File: config.mk
export PLATFORM = sky130hd
export DESIGN_NAME = pc_stack
export DESIGN_NICKNAME = d
export VERILOG_FILES = /design/src/rtl/pc_stack.sv
export SDC_FILE = /design/constraint.sdc
export NUM_CORES = 1
export LEC_CHECK = 0
export ABC_AREA = 0
export CAP_MARGIN = 20
export CELL_PAD_IN_SITES_DETAIL_PLACEMENT = 0
export CELL_PAD_IN_SITES_GLOBAL_PLACEMENT = 1
export CORE_MARGIN = 1.5
export CORE_UTILIZATION = 35
export CTS_CLUSTER_DIAMETER = 50
export CTS_CLUSTER_SIZE = 10
export DETAILED_ROUTE_END_ITERATION = 8
export PLACE_DENSITY_LB_ADDON = 0.1
export SYNTH_ARGS = -nofsm -noshare
export SYNTH_HDL_FRONTEND = slang
export SYNTH_SLANG_ARGS = --single-unit
File: constraint.sdc
create_clock -name clk -period 3.6 [get_ports clk]
set_input_delay 0.54 -clock clk [delete_from_list [all_inputs] [get_ports clk]]
set_output_delay 0.54 -clock clk [all_outputs]
set_load 0.01 [all_outputs]
File: src/rtl/pc_stack.sv
// Program counter with hold/increment/load and a small return-address stack
// for call/return. Stack underflow/overflow are reported through sticky flags.
module pc_stack #(
   parameter int unsigned WIDTH = 16,
   parameter int unsigned DEPTH = 4
) (
   input  logic                       clk,
   input  logic                       reset,
   input  logic [WIDTH-1:0]           in,
   input  logic                       load,
   input  logic                       inc,
   input  logic                       call,
   input  logic                       ret,
   output logic [WIDTH-1:0]           out,
   output logic [$clog2(DEPTH+1)-1:0] sp,
   output logic                       full,
   output logic                       empty,
   output logic                       ovf,
   output logic                       unf
);

   localparam int unsigned SPW = $clog2(DEPTH + 1);
   localparam int unsigned AW  = (DEPTH > 1) ? $clog2(DEPTH) : 1;

   logic [WIDTH-1:0] r_out;
   logic [SPW-1:0]   r_sp;
   logic             r_ovf;
   logic             r_unf;
   logic [WIDTH-1:0] r_stack [DEPTH];

   logic [WIDTH-1:0] w_out_nxt;
   logic [SPW-1:0]   w_sp_nxt;
   logic             w_ovf_nxt;
   logic             w_unf_nxt;
   logic             w_push;
   logic             w_full;
   logic             w_empty;
   logic [WIDTH-1:0] w_ret_addr;
   logic [AW-1:0]    w_push_idx;
   logic [AW-1:0]    w_pop_idx;

   assign w_full     = (r_sp == SPW'(DEPTH));
   assign w_empty    = (r_sp == '0);
   assign w_ret_addr = r_out + WIDTH'(1);
   // Indices are only used when sp is in range (push: sp<DEPTH, pop: sp>0).
   assign w_push_idx = AW'(r_sp);
   assign w_pop_idx  = AW'(r_sp - SPW'(1));

   // Next-state selection: call > ret > load > inc > hold.
   always_comb begin
      w_out_nxt = r_out;
      w_sp_nxt  = r_sp;
      w_ovf_nxt = r_ovf;
      w_unf_nxt = r_unf;
      w_push    = 1'b0;
      if (call) begin
         w_out_nxt = in;
         if (w_full) begin
            w_ovf_nxt = 1'b1;
         end else begin
            w_push   = 1'b1;
            w_sp_nxt = r_sp + SPW'(1);
         end
      end else if (ret) begin
         if (w_empty) begin
            w_unf_nxt = 1'b1;
         end else begin
            w_out_nxt = r_stack[w_pop_idx];
            w_sp_nxt  = r_sp - SPW'(1);
         end
      end else if (load) begin
         w_out_nxt = in;
      end else if (inc) begin
         w_out_nxt = r_out + WIDTH'(1);
      end
   end

   always_ff @(posedge clk or posedge reset) begin
      if (reset) begin
         r_out <= '0;
         r_sp  <= '0;
         r_ovf <= 1'b0;
         r_unf <= 1'b0;
      end else begin
         r_out <= w_out_nxt;
         r_sp  <= w_sp_nxt;
         r_ovf <= w_ovf_nxt;
         r_unf <= w_unf_nxt;
      end
   end

   // Stack storage has no reset; entries at or above sp are never read.
   always_ff @(posedge clk) begin
      if (w_push && !reset) begin
         r_stack[w_push_idx] <= w_ret_addr;
      end
   end

   assign out   = r_out;
   assign sp    = r_sp;
   assign full  = w_full;
   assign empty = w_empty;
   assign ovf   = r_ovf;
   assign unf   = r_unf;

endmodule

==> metrics.csv, run 1 <==
metric,value,unit
seqCellArea,0.00245,mm²
clock-sinks,85,
gp_congestion,0.811,
slowest_stage,clkdlybuf4s50_1,
irDropWorstVdd,0.285,mV
finalSetupTns,0,ps
cts-resized-gates,0,
vias,2796,
grt_pass1_vias,2860,
multi_input_area,0.00151,mm²
grt_max_degree,24,
critPathKind,flop to primary output,
final_max_slew_viol_count,0,
r2r_setup_slack,970,ps
cts_made_buffers,9,
synth.avg_cell_area,13.0,µm²
min_from,unf,
r2r_start,sp[1],
grt_pass1_wl,17000,µm
worstReg2RegEnd,out[15],
timing.final.hold_violations,0,
hp-class,flop to flop,
pin_count,45,
cts.clk_slew.worst_paths,60,ps
globalRouteOverflowTotal,0,
ys_types,46,
max_freq,350,MHz
r2r_cells,7,
worst_hold_path.endpoint,unf,
route.detailed.drc,0,
ys_seq_elements,85,
die_width,111,µm
nNetsFinal,394,
drt-total-wl,10900,µm
synth-seq-area-share,60.2,%
power_density,735,mW/mm²
diodes,0,
arrival,2320,ps
critPathMaxFanout,7,
synth_edf_count,64,
grtUsageTotal,18.6,%
min_period,2860,ps
initial_core_util,35.8,%
cp-start-kind,flop,
drtIter0Drc,222,
setup_viol,0,
viasPerCell,5.44,
ys.flop_type,edfxtp_1,
clock-root-buffer,clkbuf_16,
dp_cells,498,
timing.final.crit_share,79.3,%
cap_violations,0,
maxSlewHeadroom,44.2,%
cts_tree,yes,
place_hpwl,7380,µm
max_stage_delay,640,ps
syn-cell-area,0.00407,mm²
ant_nets,0,
layout-drive-gt1-share,13.2,%
post_cts.repair.setup_buffers,0,
synth_area_leaders,"edfxtp_1, dfrtp_1, mux4_2",
drt-pass1-iter-count,4,
skew,7.56,ps
layout-area-overhead-vs-synth,23.8,%
status,finished clean,
core-area,0.0114,mm²
worstPathRequired,3060,ps
fillCellCount,1067,
leakagePower,0.00178,µW
fin_ws,744,ps
dieArea,0.0123,mm²
synth_top_area_share,47.3,%
insertion_delay,340,ps
cp-end-kind,primary output,
crit_chain,inv_1 > ha_1 > nor2b_1 > clkdlybuf4s50_1,
holdPathStages,1,
mostFrequentLayoutCell,edfxtp_1,
ctsHtreeMaxLevel,3,
final_cell_mix,"edfxtp_1, clkdlybuf4s50_1, nand2_1, nor2_1",
antenna_found_initial,0,
num_rows,39,
rsz0062_at_grt,no,
port_buffers,44,
syn-num-nets,342,
worstMarginPinSlew,837,ps
clk_path_buf_depth,2,
ctsHoldBuffers,0,
async_flop_share,24.7,%
synthCells,314,
wl_per_cell,21.2,µm
fin_cells,514,
post-synth-top-area-cell,edfxtp_1,
die_y,111,µm
pre_cts_ws,807,ps
yosys_warnings,0,
-- layer usage --
metal / up-vias / wire, µm / global-route usage [%]
met2: 80 / 5280 / 29.5
li1: 1306 / - / -
met3: 12 / 425 / 3.83
met1: 1398 / 5000 / 25.5
met4: 0 / 177 / 6.32
met5: - / 0 / 0
-- sequential cells by signal, summed over array words and instances (netlist names) --
name and flops:
r_stack 64, out 16, sp 3, ovf 1, unf 1
-- cell usage after synthesis, drive strengths merged (4+ instances only) --
cell,instances
xor2,7
edfxtp,64
a21oi,19
o22ai,9
a221oi,7
mux2i,7
buf,10
ha,6
nor3,4
nand2b,4
o221ai,4
nor4,4
nand2,26
and3,5
xnor2,7
nand4,4
o21ai,21
nor2b,5
inv,10
mux4,13
nor2,23
dfrtp,21
clkbuf,6
nand3,6
-- critical path: cells and delay by family, from the launching register on --
family                     cells  cell delay [ps]
adders and majority gates      1              260
DFF                            1              440
buffers and inverters          2              780
and+or+nand+nor                1              500
-- power by group --
| part | total [µW] | internal [µW] | switching [µW] |
|---|---|---|---|
| clock | 984 | 604 | 380 |
| combinational | 1270 | 588 | 685 |
| sequential | 1440 | 1290 | 152 |
-- how the worst max path moves through the flow --
stage	startpoint	endpoint	slack, ps	cells past startpoint
2_1_floorplan	sp[0]	out[7]	980	9
3_3_place_gp	load	out[15]	910	6
3_5_place_dp	ret	out[15]	810	6
4_1_cts	sp[1]	empty	730	4
5_1_grt	sp[1]	empty	600	4
6_report	sp[1]	empty	740	4
-- cell type report --
cell class                      count  area share (%)
Clock buffer                        9            4.47
Sequential cell                    85            48.6
Tap cell                          143            3.55
Inverter                           10           0.745
Timing Repair Buffer               57            10.9
Multi-Input combinational cell    203            29.9
Clock inverter                      7            1.79
-- through the flow --
step | utilization (%) | power, µW | hold slack [ps] | area, µm²
after global routing | 44.3 | 3910 | 509 | 5040
after floorplan | - | 2240 | 493 | 4070
final | 44.3 | 3700 | 454 | 5040
after detailed placement | 41.5 | 2760 | 445 | 4720
after global placement | 41.5 | 2770 | 440 | 4720
after CTS | 44.3 | 3750 | 458 | 5040
-- cell families after synthesis --
logic type / Yosys count / synth area share [%]
simple gates: 86 / 11.1
flops: 85 / 60.2
compound gates: 77 / 12.1
buf+inv: 26 / 2.77
mux: 20 / 8.92
xor+xnor: 14 / 3.02
fa+ha+maj: 6 / 1.85
(Power assumes the default switching activity.)
==> run 2, diff against run 1 <==
==> constraint.sdc (replaced) <==
create_clock -name clk -period 2.6 [get_ports clk]
set_input_delay 0.39 -clock clk [delete_from_list [all_inputs] [get_ports clk]]
set_output_delay 0.39 -clock clk [all_outputs]
set_load 0.01 [all_outputs]
==> run 2 against run 1 <==
Against the previous run:
- clock power is 26% higher
- first-iteration DRC count is 16% lower
- global-route usage is 0.095 points higher
- clock skew hardly changed
- wire length is 0.30% lower
- sequential power is 39% higher
- power is 36% higher
- utilization is 0.17 points higher
==> metrics.csv, run 2 (synthesis gave the netlist of run 1 again) <==
metric,value,unit,change
dp_cells,506,,+1.6%
wl_per_cell,20.8,µm,-1.8%
cp-start-kind,flop,,
irDropWorstVdd,0.484,mV,+70%
cap_violations,0,,unchanged
path_buf_inv,3,,+1
diodes,0,,unchanged
drt-pass1-iter-count,6,,+2
fin_total_pwr,5040,µW,+36%
largest_register,r_stack,,
arrival,2080,ps,-240 ps
max_stage_delay,550,ps,-90 ps
port_buffers,44,,unchanged
cts-resized-gates,0,,unchanged
pin_count,45,,unchanged
initial_core_util,35.8,%,unchanged
grt_pass1_vias,2863,,+0.10%
clock-sinks,85,,unchanged
worstSetupEndpoint,empty,,
drt-total-wl,10900,µm,-0.30%
worstMarginPinSlew,536,ps,-301 ps
antenna_found_initial,0,,unchanged
clock-root-buffer,clkbuf_16,,
post_cts.repair.setup_buffers,0,,unchanged
ctsHoldBuffers,0,,unchanged
power_density,997,mW/mm²,+36%
drtIter0Drc,186,,-16%
leakagePower,0.00180,µW,+1.0%
dieArea,0.0123,mm²,unchanged
critPathMaxFanout,7,,unchanged
worstReg2RegEnd,out[8],,
maxSlewHeadroom,64.0,%,+20 points
max_freq,405,MHz,
whs,288,ps,-166 ps
die_width,111,µm,unchanged
insertion_delay,330,ps,about the same
layout-drive-gt1-share,14.5,%,+1.3 points
viasPerCell,5.35,,-1.6%
ant_nets,0,,unchanged
skew,7.75,ps,+0.188 ps
min_period,2470,ps,
cts.clk_slew.worst_paths,60,ps,about the same
status,finished clean,,
crit_cells,5,,+1
route.detailed.drc,0,,unchanged
layout-area-overhead-vs-synth,24.3,%,
worstPathRequired,2210,ps,-850 ps
finalSetupTns,0,ps,unchanged
clk_path_buf_depth,2,,unchanged
grt_pass1_wl,17200,µm,+1.1%
r2r_setup_slack,330,ps,-640 ps
hp-class,input port to asynchronous set/reset pin,,
fin_cells,522,,+1.6%
r2r_start,sp[1],,
seqCellArea,0.00245,mm²,unchanged
cp-end-kind,primary output,,
timing.final.crit_share,95.1,%,
critPathKind,flop to primary output,,
setup_viol,0,,unchanged
num_rows,39,,unchanged
cts_made_buffers,9,,unchanged
crit_chain,inv_1 > ha_1 > nor2b_1 > buf_4 > clkdlybuf4s50_1,,
core-area,0.0114,mm²,unchanged
ctsHtreeMaxLevel,3,,unchanged
r2r_cells,6,,-1
final_max_slew_viol_count,0,,unchanged
final_cell_mix,"edfxtp_1, clkdlybuf4s50_1, nand2_1, nor2_1",,
die_y,111,µm,unchanged
grtUsageTotal,18.7,%,+0.095 points
cts_tree,yes,,
critPathLaunch,sp[1],,
timing.final.hold_violations,0,,unchanged
slowest_stage,clkdlybuf4s50_1,,
gp_congestion,0.767,,-5.4%
nNetsFinal,402,,+2.0%
mostFrequentLayoutCell,edfxtp_1,,
fillCellCount,1048,,-1.8%
grt_max_degree,30,,+25%
vias,2795,,-0.036%
rsz0062_at_grt,no,,
globalRouteOverflowTotal,0,,unchanged
multi_input_area,0.00151,mm²,unchanged
place_hpwl,7710,µm,+4.5%
largest_reg_flops,64,,unchanged
path_delay_family,buffers and inverters,,
==> run 2: per-stage QoR <==
stage	utilization [%]	area [µm²]	setup WS [ps]
floorplan	-	4070	50.0
global placement	41.9	4770	356
detailed placement	41.9	4770	335
CTS	44.5	5050	124
global route	44.5	5050	0.646
finish	44.5	5050	128
==> run 2: cell type report <==
type / count / area share, %
multi-input cells: 203 / 29.8
clock inverters: 4 / 0.990
flip-flops and latches: 85 / 48.4
clock buffers: 12 / 4.68
well taps: 143 / 3.54
repair buffers: 65 / 11.8
inverters: 10 / 0.743
==> run 2: power by group <==
| group | leakage (µW) | internal [µW] | total, µW | switching, µW |
|---|---|---|---|---|
| sequential | 0.000817 | 1790 | 2000 | 214 |
| combinational | 0.000853 | 843 | 1790 | 950 |
| clock | 0.000133 | 744 | 1240 | 500 |
| total | 0.00180 | 3380 | 5040 | 1660 |
==> run 2: worst min-delay path by stage <==
| stage | endpoint | startpoint | cells past startpoint |
|---|---|---|---|
| final | sp[1] | reset | 2 |
| after global routing | unf | reset | 2 |
| after CTS | sp[1] | reset | 2 |
| after detailed placement | unf | unf | 1 |
| after global placement | unf | unf | 1 |
| after floorplan | out[0] | reset | 1 |
==> run 2: metal layers <==
metal	track usage, %	vias up	part of all wire [%]
met3	3.77	11	3.1
li1	-	1324	-
met4	4.79	0	1.3
met1	25.7	1407	47
met5	0	-	0
met2	30.4	53	49
==> run 2: worst reg2reg max path, cell delays in order (launching register included) <==
cell	delay [ps]
dfrtp_1	440
inv_1	130
ha_1	470
buf_4	300
mux4_2	350
a221oi_1	320
o21ai_0	140
